File: src/rtl/cmp_sort_ctrl_if.sv
// Handshake bundle for the sort controller: serial word input, sorted word
// output, and status. The controller is the slave; the source/consumer side
// is the master.
interface cmp_sort_ctrl_if #(
    parameter int CNT_W = 8
);
    logic             in_valid;
    logic             in_ready;
    logic [3:0]       in_data;
    logic             out_valid;
    logic             out_ready;
    logic [3:0]       out_data;
    logic             busy;
    logic             done;
    logic [CNT_W-1:0] swap_cnt;

    modport master (
        output in_valid, in_data, out_ready,
        input  in_ready, out_valid, out_data, busy, done, swap_cnt
    );

    modport slave (
        input  in_valid, in_data, out_ready,
        output in_ready, out_valid, out_data, busy, done, swap_cnt
    );
endinterface

File: src/rtl/cmp_sort_ctrl.sv
// Sequential bubble-sort controller. Words are loaded serially, sorted in
// place with one shared 4-bit comparator (one compare per clock, fixed
// N(N-1)/2 cycles), then streamed out over valid/ready.

// Plain unsigned 4-bit magnitude comparator.
module cmp4 (
    input  logic [3:0] a,
    input  logic [3:0] b,
    output logic       x,
    output logic       y,
    output logic       z
);
    assign x = (a > b);
    assign y = (a == b);
    assign z = (a < b);
endmodule

module cmp_sort_ctrl #(
    parameter int N      = 4,
    parameter int ASCEND = 1,
    parameter int CNT_W  = 8
) (
    input  logic                 clk,
    input  logic                 rst,
    cmp_sort_ctrl_if.slave       bus
);
    localparam int IW = (N > 2) ? $clog2(N) : 1;
    localparam logic [IW-1:0] LAST   = IW'(N - 1);
    localparam logic [IW-1:0] LAST_P = IW'(N - 2);

    typedef enum logic [1:0] {LOAD, SORT, OUT} state_t;

    state_t            state, state_nx;
    logic [N-1:0][3:0] mem;
    logic [IW-1:0]     ld_idx, out_idx, pass, j, j_nx;
    logic              out_valid, done;
    logic [3:0]        out_data;
    logic [CNT_W-1:0]  swap_cnt;
    logic              cx, cy, cz, sw;
    logic              in_acc, out_acc, pass_end, last_cmp;

    assign j_nx = j + 1'b1;

    cmp4 u_cmp (.a(mem[j]), .b(mem[j_nx]), .x(cx), .y(cy), .z(cz));

    // Equal words never swap, which keeps the sort stable.
    assign sw       = ~cy & ((ASCEND != 0) ? cx : cz);
    assign in_acc   = bus.in_valid & bus.in_ready;
    assign out_acc  = out_valid & bus.out_ready;
    assign pass_end = (j == (LAST_P - pass));
    assign last_cmp = pass_end && (pass == LAST_P);

    assign bus.in_ready  = (state == LOAD);
    assign bus.busy      = (state == SORT);
    assign bus.out_valid = out_valid;
    assign bus.out_data  = out_data;
    assign bus.done      = done;
    assign bus.swap_cnt  = swap_cnt;

    // State register.
    always_ff @(posedge clk or posedge rst) begin
        if (rst) state <= LOAD;
        else     state <= state_nx;
    end

    // Next-state logic: LOAD -> SORT -> OUT -> LOAD.
    always_comb begin
        state_nx = state;
        case (state)
            LOAD:    if (in_acc && ld_idx == LAST)   state_nx = SORT;
            SORT:    if (last_cmp)                   state_nx = OUT;
            OUT:     if (out_acc && out_idx == LAST) state_nx = LOAD;
            default: state_nx = LOAD;
        endcase
    end

    // Datapath: word store, compare/swap schedule, swap counter, output stream.
    always_ff @(posedge clk or posedge rst) begin
        if (rst) begin
            mem       <= '0;
            ld_idx    <= '0;
            out_idx   <= '0;
            pass      <= '0;
            j         <= '0;
            out_valid <= 1'b0;
            out_data  <= '0;
            done      <= 1'b0;
            swap_cnt  <= '0;
        end else begin
            done <= 1'b0;
            case (state)
                LOAD: begin
                    if (in_acc) begin
                        mem[ld_idx] <= bus.in_data;
                        if (ld_idx == '0) swap_cnt <= '0;
                        if (ld_idx == LAST) begin
                            ld_idx <= '0;
                            pass   <= '0;
                            j      <= '0;
                        end else begin
                            ld_idx <= ld_idx + 1'b1;
                        end
                    end
                end
                SORT: begin
                    if (sw) begin
                        mem[j]    <= mem[j_nx];
                        mem[j_nx] <= mem[j];
                        if (swap_cnt != '1) swap_cnt <= swap_cnt + 1'b1;
                    end
                    if (pass_end) begin
                        j    <= '0;
                        pass <= pass + 1'b1;
                    end else begin
                        j <= j_nx;
                    end
                    // The final compare is always at j=0, so the post-swap
                    // head word is mem[1] when this compare swaps.
                    if (last_cmp) begin
                        out_valid <= 1'b1;
                        out_data  <= sw ? mem[1] : mem[0];
                        done      <= 1'b1;
                        out_idx   <= '0;
                    end
                end
                OUT: begin
                    if (out_acc) begin
                        if (out_idx == LAST) begin
                            out_valid <= 1'b0;
                            out_idx   <= '0;
                        end else begin
                            out_idx  <= out_idx + 1'b1;
                            out_data <= mem[out_idx + 1'b1];
                        end
                    end
                end
                default: ;
            endcase
        end
    end
endmodule

File: src/flat_wrapper.sv
// flat-port wrapper written by rule: the top's interface ports become plain ports
module cmp_sort_ctrl_flat 
#(
    parameter int N      = 4,
    parameter int ASCEND = 1,
    parameter int CNT_W  = 8
)
  (clk, rst, bus_in_valid, bus_in_data, bus_out_ready, bus_in_ready, bus_out_valid, bus_out_data, bus_busy, bus_done, bus_swap_cnt);
  cmp_sort_ctrl_if #(.CNT_W(CNT_W)) bus_i ();
  input  logic clk;
  input  logic rst;
  input wire logic [$bits(bus_i.in_valid)-1:0] bus_in_valid;
  input wire logic [$bits(bus_i.in_data)-1:0] bus_in_data;
  input wire logic [$bits(bus_i.out_ready)-1:0] bus_out_ready;
  output wire logic [$bits(bus_i.in_ready)-1:0] bus_in_ready;
  output wire logic [$bits(bus_i.out_valid)-1:0] bus_out_valid;
  output wire logic [$bits(bus_i.out_data)-1:0] bus_out_data;
  output wire logic [$bits(bus_i.busy)-1:0] bus_busy;
  output wire logic [$bits(bus_i.done)-1:0] bus_done;
  output wire logic [$bits(bus_i.swap_cnt)-1:0] bus_swap_cnt;
  assign bus_i.in_valid = bus_in_valid;
  assign bus_i.in_data = bus_in_data;
  assign bus_i.out_ready = bus_out_ready;
  assign bus_in_ready = bus_i.in_ready;
  assign bus_out_valid = bus_i.out_valid;
  assign bus_out_data = bus_i.out_data;
  assign bus_busy = bus_i.busy;
  assign bus_done = bus_i.done;
  assign bus_swap_cnt = bus_i.swap_cnt;
  cmp_sort_ctrl #(.N(N), .ASCEND(ASCEND), .CNT_W(CNT_W)) u_core (.clk(clk), .rst(rst), .bus(bus_i));
endmodule
File: config.mk
export PLATFORM = sky130hd
export DESIGN_NAME = cmp_sort_ctrl_flat
export DESIGN_NICKNAME = d
export VERILOG_FILES = /design/src/rtl/cmp_sort_ctrl_if.sv /design/src/rtl/cmp_sort_ctrl.sv /design/src/flat_wrapper.sv
export SDC_FILE = /design/constraint.sdc
export NUM_CORES = 1
export LEC_CHECK = 0
export BUFFER_PORTS_ARGS = -buffer_cell sky130_fd_sc_hd__buf_2
export CELL_PAD_IN_SITES_DETAIL_PLACEMENT = 0
export CELL_PAD_IN_SITES_GLOBAL_PLACEMENT = 1
export CORE_ASPECT_RATIO = 0.8
export CORE_MARGIN = 2
export CORE_UTILIZATION = 47
export CTS_CLUSTER_DIAMETER = 120
export DETAILED_ROUTE_END_ITERATION = 12
export PLACE_DENSITY = 0.87
export SETUP_SLACK_MARGIN = 0.15
export SLEW_MARGIN = 20
export SYNTH_ARGS = -nofsm -noshare
export SYNTH_HDL_FRONTEND = slang
export SYNTH_SLANG_ARGS = --single-unit
File: constraint.sdc
create_clock -name clk -period 4.1 [get_ports clk]
set_input_delay 0.82 -clock clk [delete_from_list [all_inputs] [get_ports clk]]
set_output_delay 0.82 -clock clk [all_outputs]
set_load 0.01 [all_outputs]
==> key figures, run 1 <==
Status
  – Outcome: finished clean

Final layout
  – Area growth syn-to-layout: 9.868%
  – Fill cell count: approximately 540
  – Finished Layout Cells: around 400
  – Final Util: a little over half
  – N_diodes: 0
  – Design Area, Final: between 0.003 and 0.004 mm²
  – Nets@finish: between 300 and 400
  – Layout cells sized above 1: 23.97%

Clocking
  – Later-pin clock latency in the skew report: 0.30 ns
  – Root Driver: clkbuf_8
  – Clock transition at the registers of the reported paths: approximately 0.080 ns
  – CTS H-tree depth: 2
  – Clock Sink Count: 40
  – Max Root-Sink Buffers: 2
  – Post-cts sizing count: 0
  – Total setup buffers inserted after CTS: 0
  – CTS Buf Count: 5
  – CTS tree: yes
  – Hold_buf cts: 0

Placed design
  – GPL Wtd Cong: roughly 0.93
  – Port bufs: 23
  – Place WS: around 0.48 ns
  – DP HPWL: approximately 5200 µm
  – Placed cells: ~400
  – DP Area: ~0.0031 mm²

Drt
  – Post-detailed-route count of antenna-violating nets: 0
  – Via density: between 6 and 7
  – Top sig layer: met4
  – DRT met1 WL: between 3000 and 4000 µm
  – Wire length on met2: 3036 µm
  – Drt first-iter violations: 302
  – Via Count: 2478
  – Met3 routed WL: 507 µm
  – Pre-Repair DR Iteration Count: 6
  – DR WL/cell: between 15 and 20 µm
  – Detailed-route wire length: just over 7000 µm
  – DRC viols: 0

Power and ir drop
  – Power Density: ~240 mW/mm²
  – Combinational share of power: approximately 2.2%
  – Peak supply drop: 0.1744 mV
  – Sw Ratio: 20.19%
  – Overall Power: between 700 and 800 µW
  – Power share of the clock group: 46.5%
  – LEAKAGE: between 1 and 1.5 nW
  – Sequential share of power: about half
  – Internal power: 612.9 µW
  – P_sw: 155.0 µW

Yosys
  – Register area share after synthesis: approximately a third
  – Top_reg_cell synth: dfrtp_1
  – #FFs+latches synth: 40
  – Syn Inst Count: between 200 and 300
  – Top post-synthesis cells by area: dfrtp_1 34%, mux4_2 9.2%, mux2_2 8.4%
  – Syn_area_per_cell: roughly 10 µm²
  – Largest area contributor in the netlist: dfrtp_1
  – Commonest cells post-synth: 40 x dfrtp_1, 40 x nand2_1, 22 x mux2_2
  – Top cell type's share of synthesized area: 34.03%
  – Syn nets: between 300 and 400
  – Synth warnings: 0
  – Unique masters post-synth: 48
  – Number of synthesized flops with an enable pin: 0
  – Syn Std Cell Area: 0.002942 mm²
  – Ys async rst share: between 90% and 100%

Worst setup path
  – Crit path cell chain: inv_1, ha_1, mux4_2, inv_1, ha_1, and4_1, a22o_1, a31oi_4, o221ai_1, mux2_2
  – Critical path type: flip-flop to flip-flop
  – CP required: around 4.3 ns
  – WP data arrival: between 3 and 4 ns
  – Startpoint Class: flip-flop
  – Crit-path max cell delay: a little over 0.6 ns
  – Max FO, Critical Path: 10
  – CP endpoint kind: flip-flop
  – CP max stage cell: dfrtp_1

STA
  – Final Critical Period: around 3.6 ns
  – Setup Viol. Count Final: 0
  – Relative slew slack: 57.03%
  – Worst Skew: approximately 0.0038 ns
  – Fin worst setup slack: about 0.45 ns
  – Max Clk Rate: ~270 MHz
  – Final hold vios: 0
  – Max-slew violations: 0
  – Setup TNS: 0 ns
  – Slew @ Worst Pin: between 0.6 and 0.7 ns
  – WHS: between 0.4 and 0.5 ns
  – Tcrit/Tclk final: approximately nine tenths
  – RSZ-0062 raised after global routing: no

Global route
  – Grt total ovfl: 0
  – Initial antenna violation count: 0
  – First-pass GRT wire length: between 10000 and 15000 µm
  – Vias in the first global route: between 2000 and 2500
  – Largest net degree at the start of global routing: 49
  – Total GRT Usage: between 20 and 25%

Floorplanning
  – Rows: 25
  – Die ar.: around 0.007 mm²
  – Initial Util: about half
  – Die Span Y: between 70 and 80 µm
  – IO Count: 24
  – Core ar.: approximately 0.006 mm²
  – Die X: between 90 and 100 µm

Hold path
  – Hold crit path type: flip-flop to flip-flop

Job
  – # Max-Cap Violations: 0
-- registers in the layout (all words and copies together) (netlist names) --
name,cells
u_core.mem,16
u_core.bus.swap_cnt,8
u_core.bus.out_data,4
u_core.j,2
u_core.ld_idx,2
u_core.out_idx,2
u_core.pass,2
u_core.state,2
u_core.bus.done,1
u_core.bus.out_valid,1
-- power groups by stage --
| stage | Combinational [mW] | Clock, mW | Sequential (mW) |
|---|---|---|---|
| floorplan | 0.00743 | 0 | 0.402 |
| global placement | 0.0171 | 0 | 0.402 |
| detailed placement | 0.0173 | 0 | 0.402 |
| CTS | 0.0175 | 0.366 | 0.394 |
| global route | 0.0198 | 0.386 | 0.394 |
| finish | 0.0166 | 0.357 | 0.394 |
-- layout make-up --
type / count / area (µm²) / share of cell area (%)
tap: 81 / 101.3 / 3.136
timing repair buffer: 26 / 137.6 / 4.259
multi-input combinational: 226 / 1802 / 55.75
inverter: 17 / 63.81 / 1.974
sequential: 40 / 1001 / 30.97
clock inverter: 1 / 30.03 / 0.9292
clock buffer: 7 / 96.34 / 2.981
-- path summary, 6_finish.rpt --
check | cells past startpoint | end | from | slack, ns
setup / recovery | 10 | u_core.mem[10] | u_core.j[1] | 0.45
hold / removal | 2 | u_core.out_idx[1] | u_core.out_idx[1] | 0.50
setup reg to reg | 10 | u_core.mem[10] | u_core.j[1] | 0.45
hold reg to reg | 2 | u_core.out_idx[1] | u_core.out_idx[1] | 0.50
max in group asynchronous | 3 | u_core.mem[6] | rst | 3.11
min in group asynchronous | 3 | u_core.state[0] | rst | 0.62
-- kinds of logic after synthesis --
logic type	Yosys count	synth area share [%]
xor+xnor	3	1.404
flops	40	34.03
compound gates	75	19.06
buf+inv	28	4.721
mux	36	18.29
fa+ha+maj	18	7.656
simple gates	94	14.85
-- critical path: cells and delay by family (launching register included) --
kind            cells  cell delay (ns)
flops               1             0.61
fa+ha+maj           2             0.71
mux                 2             0.97
compound gates      3             0.75
simple gates        1             0.24
buf+inv             2             0.25
-- layout by cell type, fill, tap and decap left out, drive strengths merged, types with 4 or more instances in the layout --
cell,count
buf,26
clkbuf,7
a22oi,4
a32oi,12
dfrtp,40
nand2,40
a211o,4
mux4,12
nor2,18
a21o,7
nand3,8
mux2,22
ha,18
nor3,6
o21ai,20
inv,16
a221o,4
nand2b,4
a21oi,7
-- per-layer routing --
| metal | track usage [%] | up-vias |
|---|---|---|
| li1 | - | 1150 |
| met1 | 35.05 | 1206 |
| met2 | 31.14 | 107 |
| met3 | 3.704 | 15 |
| met4 | 6.799 | 0 |
| met5 | 0 | - |
Power figures use the tool's default switching activity.
==> run 2, diff against run 1 <==
==> constraint.sdc (replaced) <==
create_clock -name clk -period 4 [get_ports clk]
set_input_delay 0.8 -clock clk [delete_from_list [all_inputs] [get_ports clk]]
set_output_delay 0.8 -clock clk [all_outputs]
set_load 0.01 [all_outputs]
==> key figures, run 2 (synthesized netlist as in run 1, its figures left out) <==
Floorplanning
  – Die X: 92.45 µm (unchanged)
  – Core ar.: 0.005974 mm² (unchanged)
  – IO Count: 24 (unchanged)
  – Initial Util: 49.24% (unchanged)
  – Rows: 25 (unchanged)
  – Die Span Y: 74.76 µm (unchanged)
  – Die ar.: 0.006912 mm² (unchanged)

Final layout
  – Layout cells sized above 1: 23.42% (-0.56 points)
  – Nets@finish: 342 (unchanged)
  – N_diodes: 0 (unchanged)
  – Biggest register: u_core.mem
  – Area growth syn-to-layout: 8.209%
  – Max FFs per register: 16 (unchanged)
  – Register area: 0.001001 mm² (unchanged)
  – Multi-input logic area: 0.001802 mm² (unchanged)
  – Biggest regs: u_core.mem x16, u_core.bus.swap_cnt x8, u_core.bus.out_data x4
  – Fill cell count: 521 (-4.2%)
  – Most frequent cells in the layout: 40 x nand2_1, 40 x dfrtp_1, 23 x buf_2

Clocking
  – Total setup buffers inserted after CTS: 0 (unchanged)
  – Clock transition at the registers of the reported paths: 0.08 ns (about the same)
  – Later-pin clock latency in the skew report: 0.30 ns (about the same)
  – Post-cts sizing count: 0 (unchanged)
  – CTS Buf Count: 5 (unchanged)
  – Max Root-Sink Buffers: 2 (unchanged)
  – Clock Sink Count: 40 (unchanged)
  – Hold_buf cts: 0 (unchanged)
  – Root Driver: clkbuf_8
  – CTS H-tree depth: 2 (unchanged)
  – CTS tree: yes

Drt
  – Via density: 6.181 (-0.72%)
  – Pre-Repair DR Iteration Count: 4 (-2)
  – Drt first-iter violations: 257 (-15%)
  – Via Count: 2454 (-0.97%)
  – DRC viols: 0 (unchanged)
  – Detailed-route wire length: 6988 µm (-1.7%)
  – Post-detailed-route count of antenna-violating nets: 0 (unchanged)
  – DR WL/cell: 17.60 µm (-1.4%)

Placed design
  – GPL Wtd Cong: 0.9366 (+0.43%)
  – DP HPWL: 5162 µm (-0.12%)
  – Port bufs: 23 (unchanged)

Worst setup path
  – Max FO, Critical Path: 10 (unchanged)
  – Worst path bufs/invs: 2 (unchanged)
  – Critical path type: flip-flop to flip-flop
  – Crit-path max cell delay: 0.61 ns (about the same)
  – CP endpoint kind: flip-flop
  – CP required: 4.18 ns (-0.10 ns)
  – Crit path cell chain: inv_1, ha_1, mux4_2, inv_1, ha_1, nor2b_1, o211ai_2, a21oi_1, mux2_2, a221o_1
  – CP max stage cell: mux4_2
  – Largest delay share family, worst path: multiplexers
  – Startpoint Class: flip-flop
  – WP data arrival: 3.84 ns (about the same)

STA
  – Final Critical Period: 3.662 ns (+0.01414 ns)
  – Setup TNS: 0 ns (unchanged)
  – Worst Skew: 0.009166 ns (+0.005398 ns)
  – RSZ-0062 raised after global routing: no
  – Setup Viol. Count Final: 0 (unchanged)
  – Relative slew slack: 52.75% (-4.3 points)
  – Tcrit/Tclk final: 91.54% (+2.6 points)
  – Max Clk Rate: 273.1 MHz (-0.39%)
  – Final hold vios: 0 (unchanged)
  – Max-slew violations: 0 (unchanged)
  – Slew @ Worst Pin: 0.7080 ns (+0.07019 ns)

Global route
  – Total GRT Usage: 21.45% (-0.76 points)
  – Grt total ovfl: 0 (unchanged)
  – Initial antenna violation count: 0 (unchanged)
  – First-pass GRT wire length: 11300 µm (-3.8%)
  – Vias in the first global route: 2243 (+0.90%)
  – Largest net degree at the start of global routing: 50 (+2.0%)

Power and ir drop
  – Sequential share of power: 59.6% (+8.3 points)
  – Peak supply drop: 0.1964 mV (+13%)
  – Power share of the clock group: 37.9% (-8.6 points)
  – Combinational share of power: 2.5% (+0.3 points)
  – Overall Power: 678.5 µW (-12%)
  – P_sw: 151.7 µW (-2.2%)
  – LEAKAGE: 1.422 nW (-1.6%)
  – Internal power: 526.8 µW (-14%)
  – Sw Ratio: 22.35% (+2.2 points)
  – Power Density: 213.2 mW/mm² (-10%)

Hold path
  – Hold crit path type: flip-flop to flip-flop

Job
  – # Max-Cap Violations: 0 (unchanged)

Status
  – Outcome: finished clean
==> run 2: path summary, 6_finish.rpt <==
| kind | from | endpoint | slack (ns) | depth (start not counted) |
|---|---|---|---|---|
| worst max-delay path | u_core.j[1] | u_core.bus.out_data[2] | 0.34 | 10 |
| worst min-delay path | u_core.out_idx[1] | u_core.out_idx[1] | 0.49 | 2 |
| worst max register to register | u_core.j[1] | u_core.bus.out_data[2] | 0.34 | 10 |
| worst min register to register | u_core.out_idx[1] | u_core.out_idx[1] | 0.49 | 2 |
| max in group asynchronous | rst | u_core.mem[9] | 2.61 | 3 |
| min in group asynchronous | rst | u_core.bus.done | 0.61 | 2 |
==> run 2: tightest hold or removal path, stage by stage, from the launching register on <==
cell	delay [ns]
dfrtp_1	0.35
nand2_1	0.05
o21ai_0	0.06
==> run 2: layout make-up <==
class,count,share of cell area [%]
Inverter,17,2.005
Tap cell,81,3.184
Clock inverter,1,0.1572
Sequential cell,40,31.45
Multi-Input combinational cell,226,56.60
Clock buffer,6,2.280
Timing Repair Buffer,26,4.324
==> run 2: metrics by stage <==
step	setup WS [ns]	util [%]	hold WS [ns]	instances	instance area (µm²)
global placement	0.5215	51.98	0.4731	390	3105
global route	0.1894	53.28	0.5335	397	3183
detailed placement	0.4054	51.98	0.4803	390	3105
floorplan	0.7523	-	0.4538	294	2942
CTS	0.3806	53.28	0.4957	397	3183
finish	0.3383	53.28	0.4944	397	3183
==> run 2: metal layers <==
metal	share of wire (%)	GRT usage, %	vias up
li1	-	-	1147
met1	50	32.02	1210
met2	42	30.33	86
met3	6.9	5.005	11
met4	1.5	8.458	0
met5	0	0	-
==> run 2: power groups by stage <==
stage | Combinational, mW | Clock (mW) | Sequential (mW)
global placement | 0.0175 | 0 | 0.412
floorplan | 0.00762 | 0 | 0.412
CTS | 0.0175 | 0.262 | 0.404
detailed placement | 0.0175 | 0 | 0.412
finish | 0.0170 | 0.257 | 0.404
global route | 0.0199 | 0.276 | 0.404
